[src/rtl/mem_arb_pkg.sv]
// Shared types and defaults for the shared-memory-port arbiter.
package mem_arb_pkg;

  localparam int unsigned DEF_ADDR_W      = 32;
  localparam int unsigned DEF_DATA_W      = 32;
  localparam int unsigned DEF_MAX_STREAK  = 2;
  localparam int unsigned DEF_TIMEOUT_CYC = 255;

  typedef enum logic [1:0] {
    IDLE = 2'd0,
    BUSY = 2'd1,
    RESP = 2'd2
  } state_t;

  typedef enum logic {
    OWN_IF = 1'b0,
    OWN_DM = 1'b1
  } owner_t;

  // Data has priority unless fetch is waiting and the data streak is exhausted.
  function automatic logic dm_wins(input logic if_pend, input logic dm_pend,
                                   input logic at_limit);
    return dm_pend & ~(if_pend & at_limit);
  endfunction

endpackage

[src/rtl/mem_arb_watchdog.sv]
// BUSY-cycle timeout counter; only compiled when MEM_ARB_TIMEOUT_EN is defined.
`ifdef MEM_ARB_TIMEOUT_EN
module mem_arb_watchdog #(
  parameter int unsigned TIMEOUT_CYC = 255
) (
  input  logic clk,
  input  logic rst,
  input  logic clear,
  input  logic count_en,
  output logic expired
);

  localparam int unsigned CW = $clog2(TIMEOUT_CYC + 1);

  logic [CW-1:0] cnt;

  // Fires during the TIMEOUT_CYC-th stalled BUSY cycle.
  assign expired = count_en && (cnt == CW'(TIMEOUT_CYC - 1));

  always_ff @(posedge clk) begin
    if (rst || clear) begin
      cnt <= '0;
    end else if (count_en && !expired) begin
      cnt <= cnt + CW'(1);
    end
  end

endmodule
`endif

[src/rtl/mem_arbiter.sv]
// Fetch/data arbiter and sequencer for the single shared memory port.
// Define MEM_ARB_TIMEOUT_EN to enable the BUSY watchdog and the err abort path.
module mem_arbiter
  import mem_arb_pkg::*;
#(
  parameter int unsigned ADDR_W      = DEF_ADDR_W,
  parameter int unsigned DATA_W      = DEF_DATA_W,
  parameter int unsigned MAX_STREAK  = DEF_MAX_STREAK,
  parameter int unsigned TIMEOUT_CYC = DEF_TIMEOUT_CYC
) (
  input  logic                clk,
  input  logic                rst,
  input  logic                if_req,
  input  logic [ADDR_W-1:0]   if_addr,
  output logic [DATA_W-1:0]   if_rdata,
  output logic                if_done,
  input  logic                dm_req,
  input  logic                dm_we,
  input  logic [ADDR_W-1:0]   dm_addr,
  input  logic [DATA_W-1:0]   dm_wdata,
  input  logic [DATA_W/8-1:0] dm_be,
  output logic [DATA_W-1:0]   dm_rdata,
  output logic                dm_done,
  output logic                mem_valid,
  output logic                mem_we,
  output logic [ADDR_W-1:0]   mem_addr,
  output logic [DATA_W-1:0]   mem_wdata,
  output logic [DATA_W/8-1:0] mem_be,
  input  logic                mem_ready,
  input  logic [DATA_W-1:0]   mem_rdata,
  output logic                stall,
  output logic                err
);

  state_t     state, state_n;
  owner_t     owner;
  logic [1:0] streak;
  logic       if_pend, dm_pend, arb_en, at_limit;
  logic       grant_dm, grant_if, finish;
  logic       timeout, abort;

  always_ff @(posedge clk) begin
    if (rst) begin
      state <= IDLE;
    end else begin
      state <= state_n;
    end
  end

  always_comb begin
    state_n = state;
    if_pend = if_req;
    dm_pend = dm_req;
    // The requester being completed still shows its stale req during RESP.
    if (state == RESP) begin
      if (owner == OWN_IF) if_pend = 1'b0;
      else                 dm_pend = 1'b0;
    end
    arb_en   = (state == IDLE) || (state == RESP);
    at_limit = (streak == 2'(MAX_STREAK));
    grant_dm = arb_en & dm_wins(if_pend, dm_pend, at_limit);
    grant_if = arb_en & if_pend & ~grant_dm;
    finish   = (state == BUSY) & (mem_ready | timeout);
    case (state)
      IDLE:    if (grant_dm || grant_if) state_n = BUSY;
      BUSY:    if (finish) state_n = RESP;
      RESP:    state_n = (grant_dm || grant_if) ? BUSY : IDLE;
      default: state_n = IDLE;
    endcase
  end

`ifdef MEM_ARB_TIMEOUT_EN
  mem_arb_watchdog #(
    .TIMEOUT_CYC(TIMEOUT_CYC)
  ) u_watchdog (
    .clk     (clk),
    .rst     (rst),
    .clear   (grant_dm | grant_if),
    .count_en((state == BUSY) && !mem_ready),
    .expired (timeout)
  );
`else
  // TIMEOUT_CYC only matters with the watchdog; without it BUSY waits forever.
  assign timeout = (TIMEOUT_CYC == 0) & 1'b0;
`endif

  assign abort = timeout & ~mem_ready;
  assign stall = (if_req & ~if_done) | (dm_req & ~dm_done);

  always_ff @(posedge clk) begin
    if (rst) begin
      owner     <= OWN_IF;
      streak    <= '0;
      mem_valid <= 1'b0;
      mem_we    <= 1'b0;
      mem_addr  <= '0;
      mem_wdata <= '0;
      mem_be    <= '0;
      if_done   <= 1'b0;
      dm_done   <= 1'b0;
      if_rdata  <= '0;
      dm_rdata  <= '0;
      err       <= 1'b0;
    end else begin
      mem_valid <= (state_n == BUSY);
      if_done   <= 1'b0;
      dm_done   <= 1'b0;
      err       <= 1'b0;
      if (grant_dm) begin
        owner     <= OWN_DM;
        mem_we    <= dm_we;
        mem_addr  <= dm_addr;
        mem_wdata <= dm_wdata;
        mem_be    <= dm_be;
        if (if_req && streak != 2'd3) streak <= streak + 2'd1;
      end else if (grant_if) begin
        owner     <= OWN_IF;
        mem_we    <= 1'b0;
        mem_addr  <= if_addr;
        mem_wdata <= '0;
        mem_be    <= '1;
        streak    <= '0;
      end
      if (finish) begin
        err <= abort;
        if (owner == OWN_IF) begin
          if_done  <= 1'b1;
          if_rdata <= abort ? '0 : mem_rdata;
        end else begin
          dm_done <= 1'b1;
          if (!mem_we) dm_rdata <= abort ? '0 : mem_rdata;
        end
      end
    end
  end

endmodule

[config.mk]
export PLATFORM = sky130hd
export DESIGN_NAME = mem_arbiter
export DESIGN_NICKNAME = d
export VERILOG_FILES = /design/src/rtl/mem_arb_pkg.sv /design/src/rtl/mem_arb_watchdog.sv /design/src/rtl/mem_arbiter.sv
export SDC_FILE = /design/constraint.sdc
export NUM_CORES = 1
export LEC_CHECK = 0
export ABC_AREA = 1
export BUFFER_PORTS_ARGS = -buffer_cell sky130_fd_sc_hd__buf_2
export CAP_MARGIN = 20
export CORE_ASPECT_RATIO = 1.5
export CORE_MARGIN = 3
export CORE_UTILIZATION = 49
export CTS_BUF_LIST = sky130_fd_sc_hd__clkbuf_8 sky130_fd_sc_hd__clkbuf_16
export DETAILED_ROUTE_END_ITERATION = 12
export MAX_ROUTING_LAYER = met4
export PLACE_DENSITY = 0.89
export SETUP_SLACK_MARGIN = 0.3
export SLEW_MARGIN = 30
export SYNTH_ARGS = -nofsm -noshare
export SYNTH_HDL_FRONTEND = slang
export SYNTH_HIERARCHICAL = 1
export SYNTH_SLANG_ARGS = --single-unit
[constraint.sdc]
create_clock -name clk -period 3.5 [get_ports clk]
set_input_delay 0.7 -clock clk [delete_from_list [all_inputs] [get_ports clk]]
set_output_delay 0.7 -clock clk [all_outputs]
set_load 0.05 [all_outputs]
* Word-level counts from Yosys, hierarchy flattened
Cells that the tools add are included.
Cells by class: muxes and demuxes 22, equality and inequality tests 6, reductions and logical operators 9, $add $sub $neg 1, bitwise operators 16
Operator list (number):
- $mux 32 | 4
- $mux 1 | 10
- $mux 2 | 5
- $and 1x1->1 | 8
- $mux 4 | 2
- $not 1->1 | 7
- $pmux 2 s3 | 1
- $eq 2x1->1 const B | 2
- $eq 2x2->1 const B | 2
- $reduce_and 2->1 | 2
- $reduce_and 3->1 | 1
- $add 2x1->2 const B | 1
- $logic_not 2->1 | 1
- $logic_or 1x1->1 | 2
- $ne 2x1->1 const B | 1
- $ne 2x2->1 const B | 1
- $reduce_bool 2->1 | 1
- $reduce_or 2->1 | 1
- $logic_and 1x1->1 | 1
- $or 1x1->1 | 1
Storage, ports and cells: input port bits 138, register bits 141, logic and storage cells 66, output and inout port bits 138

* Longest topological paths before layout
depth in word-level cells 12, gate-level depth with buffers 10, gate-level depth less buffers 9

* Least setup slack after synthesis
OpenSTA, ideal clock, no wires.
path type input to output, start in dm_req, end out stall, stages 2, required time 2.800 ns, buffers on the path 0, setup slack 1.303 ns, arrival 1.497 ns, cell sequence inv_1 -> o22ai_1
Between the ends: cells in the longest elaborated chain, start to end 2
RTL lines:
- from (decl) | RTL line mem_arbiter.sv:17 | input logic dm_req,
- $and 1x1->1 | RTL line mem_arbiter.sv:88 | assign stall = (if_req & ~if_done) | (dm_req & ~dm_done);
- $or 1x1->1 | RTL line mem_arbiter.sv:88
- to (decl) | RTL line mem_arbiter.sv:31 | output logic stall,
No other way between the ends.

* Worst setup path after layout
start reg streak[0], end reg mem_wdata[13]
Between the ends: cells in the longest elaborated chain, start to end 8, elaborated cells between the ends (all ways) 9, classes of those cells eq/ne (1); mux (1); bitwise (6); reduce/logical (1)
RTL lines:
- from (decl) | RTL line mem_arbiter.sv:37 | logic [1:0] streak;
- from (signal assigned) | RTL line mem_arbiter.sv:115 | if (if_req && streak != 2'd3) streak <= streak + 2'd1;
- $eq 2x2->1 (*) | RTL line mem_arbiter.sv:60 | at_limit = (streak == 2'(MAX_STREAK));
- $and 1x1->1 (*) | RTL line mem_arb_pkg.sv:23 | return dm_pend & ~(if_pend & at_limit);
- $not 1->1 (*) | RTL line mem_arb_pkg.sv:23
- $and 1x1->1 (*) | RTL line mem_arb_pkg.sv:23
- $and 1x1->1 (*) | RTL line mem_arbiter.sv:61 | grant_dm = arb_en & dm_wins(if_pend, dm_pend, at_limit);
- $not 1->1 | RTL line mem_arbiter.sv:62 | grant_if = arb_en & if_pend & ~grant_dm;
- $and 1x1->1 | RTL line mem_arbiter.sv:62
- $reduce_bool 2->1 (no source line)
- to (signal assigned) | RTL line mem_arbiter.sv:113 | mem_wdata <= dm_wdata;
- to (decl) | RTL line mem_arbiter.sv:27 | output logic [DATA_W-1:0] mem_wdata,
Mark *: on every way between the ends. The rest lies on a longest branch, timed or not. A chain may end at the register's enable or synchronous reset.

==> metrics.md <==
| Metric | Value |
|---|---|
| Status | complete, no violations |
| CTS Hold Bufs | 0 |
| Setup WS post-layout | 1.066 ns |
| Share of power burned in registers | 37.7% |
| Avg WL per Cell | 13.48 um |
| WP buf/inv | 2 |
| Pint | 3.242 mW |
| Clock Tree Root | clkbuf_16 |
| DR pass1 iterations | 5 |
| Detail Route Antenna Nets | 0 |
| PD cells | 622.4 nW/um^2 |
| Syn avg cell area | 7.258 um^2 |
| Area Overhead vs Synth | 36.39% |
| Row Count | 47 |
| Starting Density | 50.35% |
| Top Ports | 276 |
| Total grt overflow | 0 |
| Synth warn | 6 |
| Hold crit path type | flop to flop |
| Overall Global Routing Usage | 24.83% |
| Final Hold Viols | 0 |
| Setup Fix Bufs, Post-CTS | 0 |
| Critical path class | flop to flop |
| Initial antenna violation count | 0 |
| Largest net degree at the start of global routing | 71 |
| Final Cell Area | 7592 um^2 |
| First-pass GRT wire length | 24.61 mm |
| Sequential fraction of the synthesis area | 50.71% |
| Tightest Pin Transition | 0.6909 ns |
| Worst skew pair latency | 0.41 ns |
| Slew Viols, Final | 0 |
| Final hold slack | 0.4581 ns |
| 1st-iter DRT viols | 201 |
| # clock sinks | 141 |
| Synthesized flop and latch total | 141 |
| Most frequent cells in the layout | buf_2 (274), dfxtp_1 (141), nor2_1 (140) |
| Largest delay share family, worst path | simple AND/OR/NAND/NOR gates |
| Setup tns final | 0 ns |
| CTS clk-pin slew, worst paths | 0.06 ns |
| Placeable core area | 11,060 um^2 |
| Worst slew margin | 53.78% |
| Power consumption | 4.725 mW |
| CP cell instances | inv_1 > ha_1 > nand3_4 > nand2_2 > inv_2 > nand2_1 > a21oi_1 |
| Commonest non-fill, non-tap cell in the layout | buf_2 |
| RSZ-0062 raised after global routing | false |
| Slowest CP cell | inv_2 |
| Synth area leaders | dfxtp_1 (51%), nor2_1 (9.5%), o21ai_0 (9.2%) |
| WP data arrival | 2.77 ns |
| Fmax | 410.9 MHz |
| H-tree levels | 4 |
| Share of the synthesized area in the top cell type | 50.71% |
| Worst clock skew | 0.01253 ns |
| Synth Cell Area | 5567 um^2 |
| Routed vias/inst | 4.902 |
| Post-CTS Resized | 0 |
| Number of global-route vias before repair | 5,249 |
| Layout Nets | 1,155 |
| Maxcap violations | 0 |
| Dpl hpwl | 11.21 mm |
| Share of cells above drive strength 1 | 32.00% |
| Placed cell area | 6935 um^2 |
| Slowest stage delay, CP | 0.60 ns |
| Final worst-path cycle share | 69.54% |
| Hold depth | 2 |
| CTS max path bufs | 2 |
| DRC viols | 0 |
| Cts bufs inserted | 17 |
| Syn Inst Count | 767 |
| Clock power share | 42.1% |
| Final WL | 15.84 mm |
| Seq. cell area | 2823 um^2 |
| Crit-path max FO | 39 |
| Final-report setup violation count | 0 |
| CP endpoint kind | flop |
| Leak | 4.252 nW |
| Unique cell type count in the Yosys netlist | 24 |
| Min Tclk post-route | 2.434 ns |
| Synth area leader | dfxtp_1 |
| Logic pwr share | 20.3% |
| Port Buf Inserts | 274 |
| WP depth | 7 |
| Critical Path RT | 3.84 ns |
| Die Y | 136.5 um |
| Startpoint Class | flop |
| Synth Net Count | 907 |
| Via count | 5,760 |
| CTS tree | done |
| Post-Place Setup Slack | 0.9232 ns |
| Fillcell total | 943 |
| Gpl congestion | 0.8579 |
| Antenna Diode Count | 0 |
| Sw power | 1.483 mW |
| R2R depth | 7 |
| Die ar. | 12,700 um^2 |
| Sw Ratio | 31.38% |
| Worst IR Drop VDD | 0.4159 mV |
| Die W | 93.03 um |
| Multi-input logic area | 2200 um^2 |
## power by group through the flow
stage	Combinational, mW	Clock (mW)	Sequential [mW]
2_1_floorplan	0.313	0	2.20
5_1_grt	1.03	2.09	1.79
4_1_cts	0.960	2.02	1.78
3_3_place_gp	0.946	0	1.81
6_report	0.957	1.99	1.78
3_5_place_dp	0.956	0	1.81
## synthesized netlist by cell type
master,number
inv_1,74
nor3_4,1
a21oi_1,35
buf_4,1
nor3_1,2
buf_6,3
nand2_2,2
or2_2,1
buf_1,1
nand2_1,134
nand3_1,69
a21oi_4,1
inv_2,6
clkbuf_1,23
buf_2,22
ha_1,2
conb_1,1
nand3_4,1
o21ai_0,102
nor2_1,141
dfxtp_1,141
nand3_2,2
clkbuf_2,1
o22ai_1,1
## state kept, by name, summed over array words and instances, names as in the netlist
name	cells
dm_rdata	32
if_rdata	32
mem_addr	32
mem_wdata	32
mem_be	4
state	2
streak	2
dm_done	1
if_done	1
mem_valid	1
mem_we	1
owner	1
## kinds of logic (layout without fill, tap and decap cells)
family	after synthesis	count (layout)	synth area share, %
AO/OA/AOI/OAI	139	139	12.72
other	1	1	0.06737
flip-flops	141	141	50.71
buffers and inverters	131	392	9.822
adder cells (fa/ha/maj)	2	2	0.4495
AND/OR/NAND/NOR	353	353	26.23
## worst reg2reg max path: cells and delay by family (launching register included)
kind / cells / cell delay (ns)
adder cells (fa/ha/maj): 1 / 0.23
AO/OA/AOI/OAI: 1 / 0.17
flip-flops: 1 / 0.35
AND/OR/NAND/NOR: 3 / 0.95
buffers and inverters: 2 / 0.67
## final timing paths
path | startpoint | endpoint | slack, ns
worst max register to register | streak[0] | mem_wdata[13] | 1.07
worst max-delay path | streak[0] | mem_wdata[13] | 1.07
worst min register to register | mem_wdata[6] | mem_wdata[6] | 0.46
worst min-delay path | mem_wdata[6] | mem_wdata[6] | 0.46
## stage by stage
step / utilization, % / cells
after floorplan: - / 767
after global placement: 62.73 / 1143
after detailed placement: 62.73 / 1143
after CTS: 68.67 / 1175
after global routing: 68.67 / 1175
final: 68.67 / 1175
## per-layer routing
layer / share of wire [%] / global-route usage, % / vias to the layer above
li1: - / - / 2906
met1: 39 / 28.73 / 2576
met2: 51 / 41.24 / 235
met3: 6.7 / 5.996 / 43
met4: 3.3 / 10.27 / 0
met5: 0 / - / -
## cell type report
type | instances | share of cell area (%)
timing repair buffer | 280 | 18.82
clock buffer | 17 | 5.603
tap | 147 | 2.423
multi-input combinational | 495 | 28.97
clock inverter | 15 | 3.049
inverter | 80 | 3.955
sequential | 141 | 37.18
Note: power is estimated with default switching activity, not from simulation.
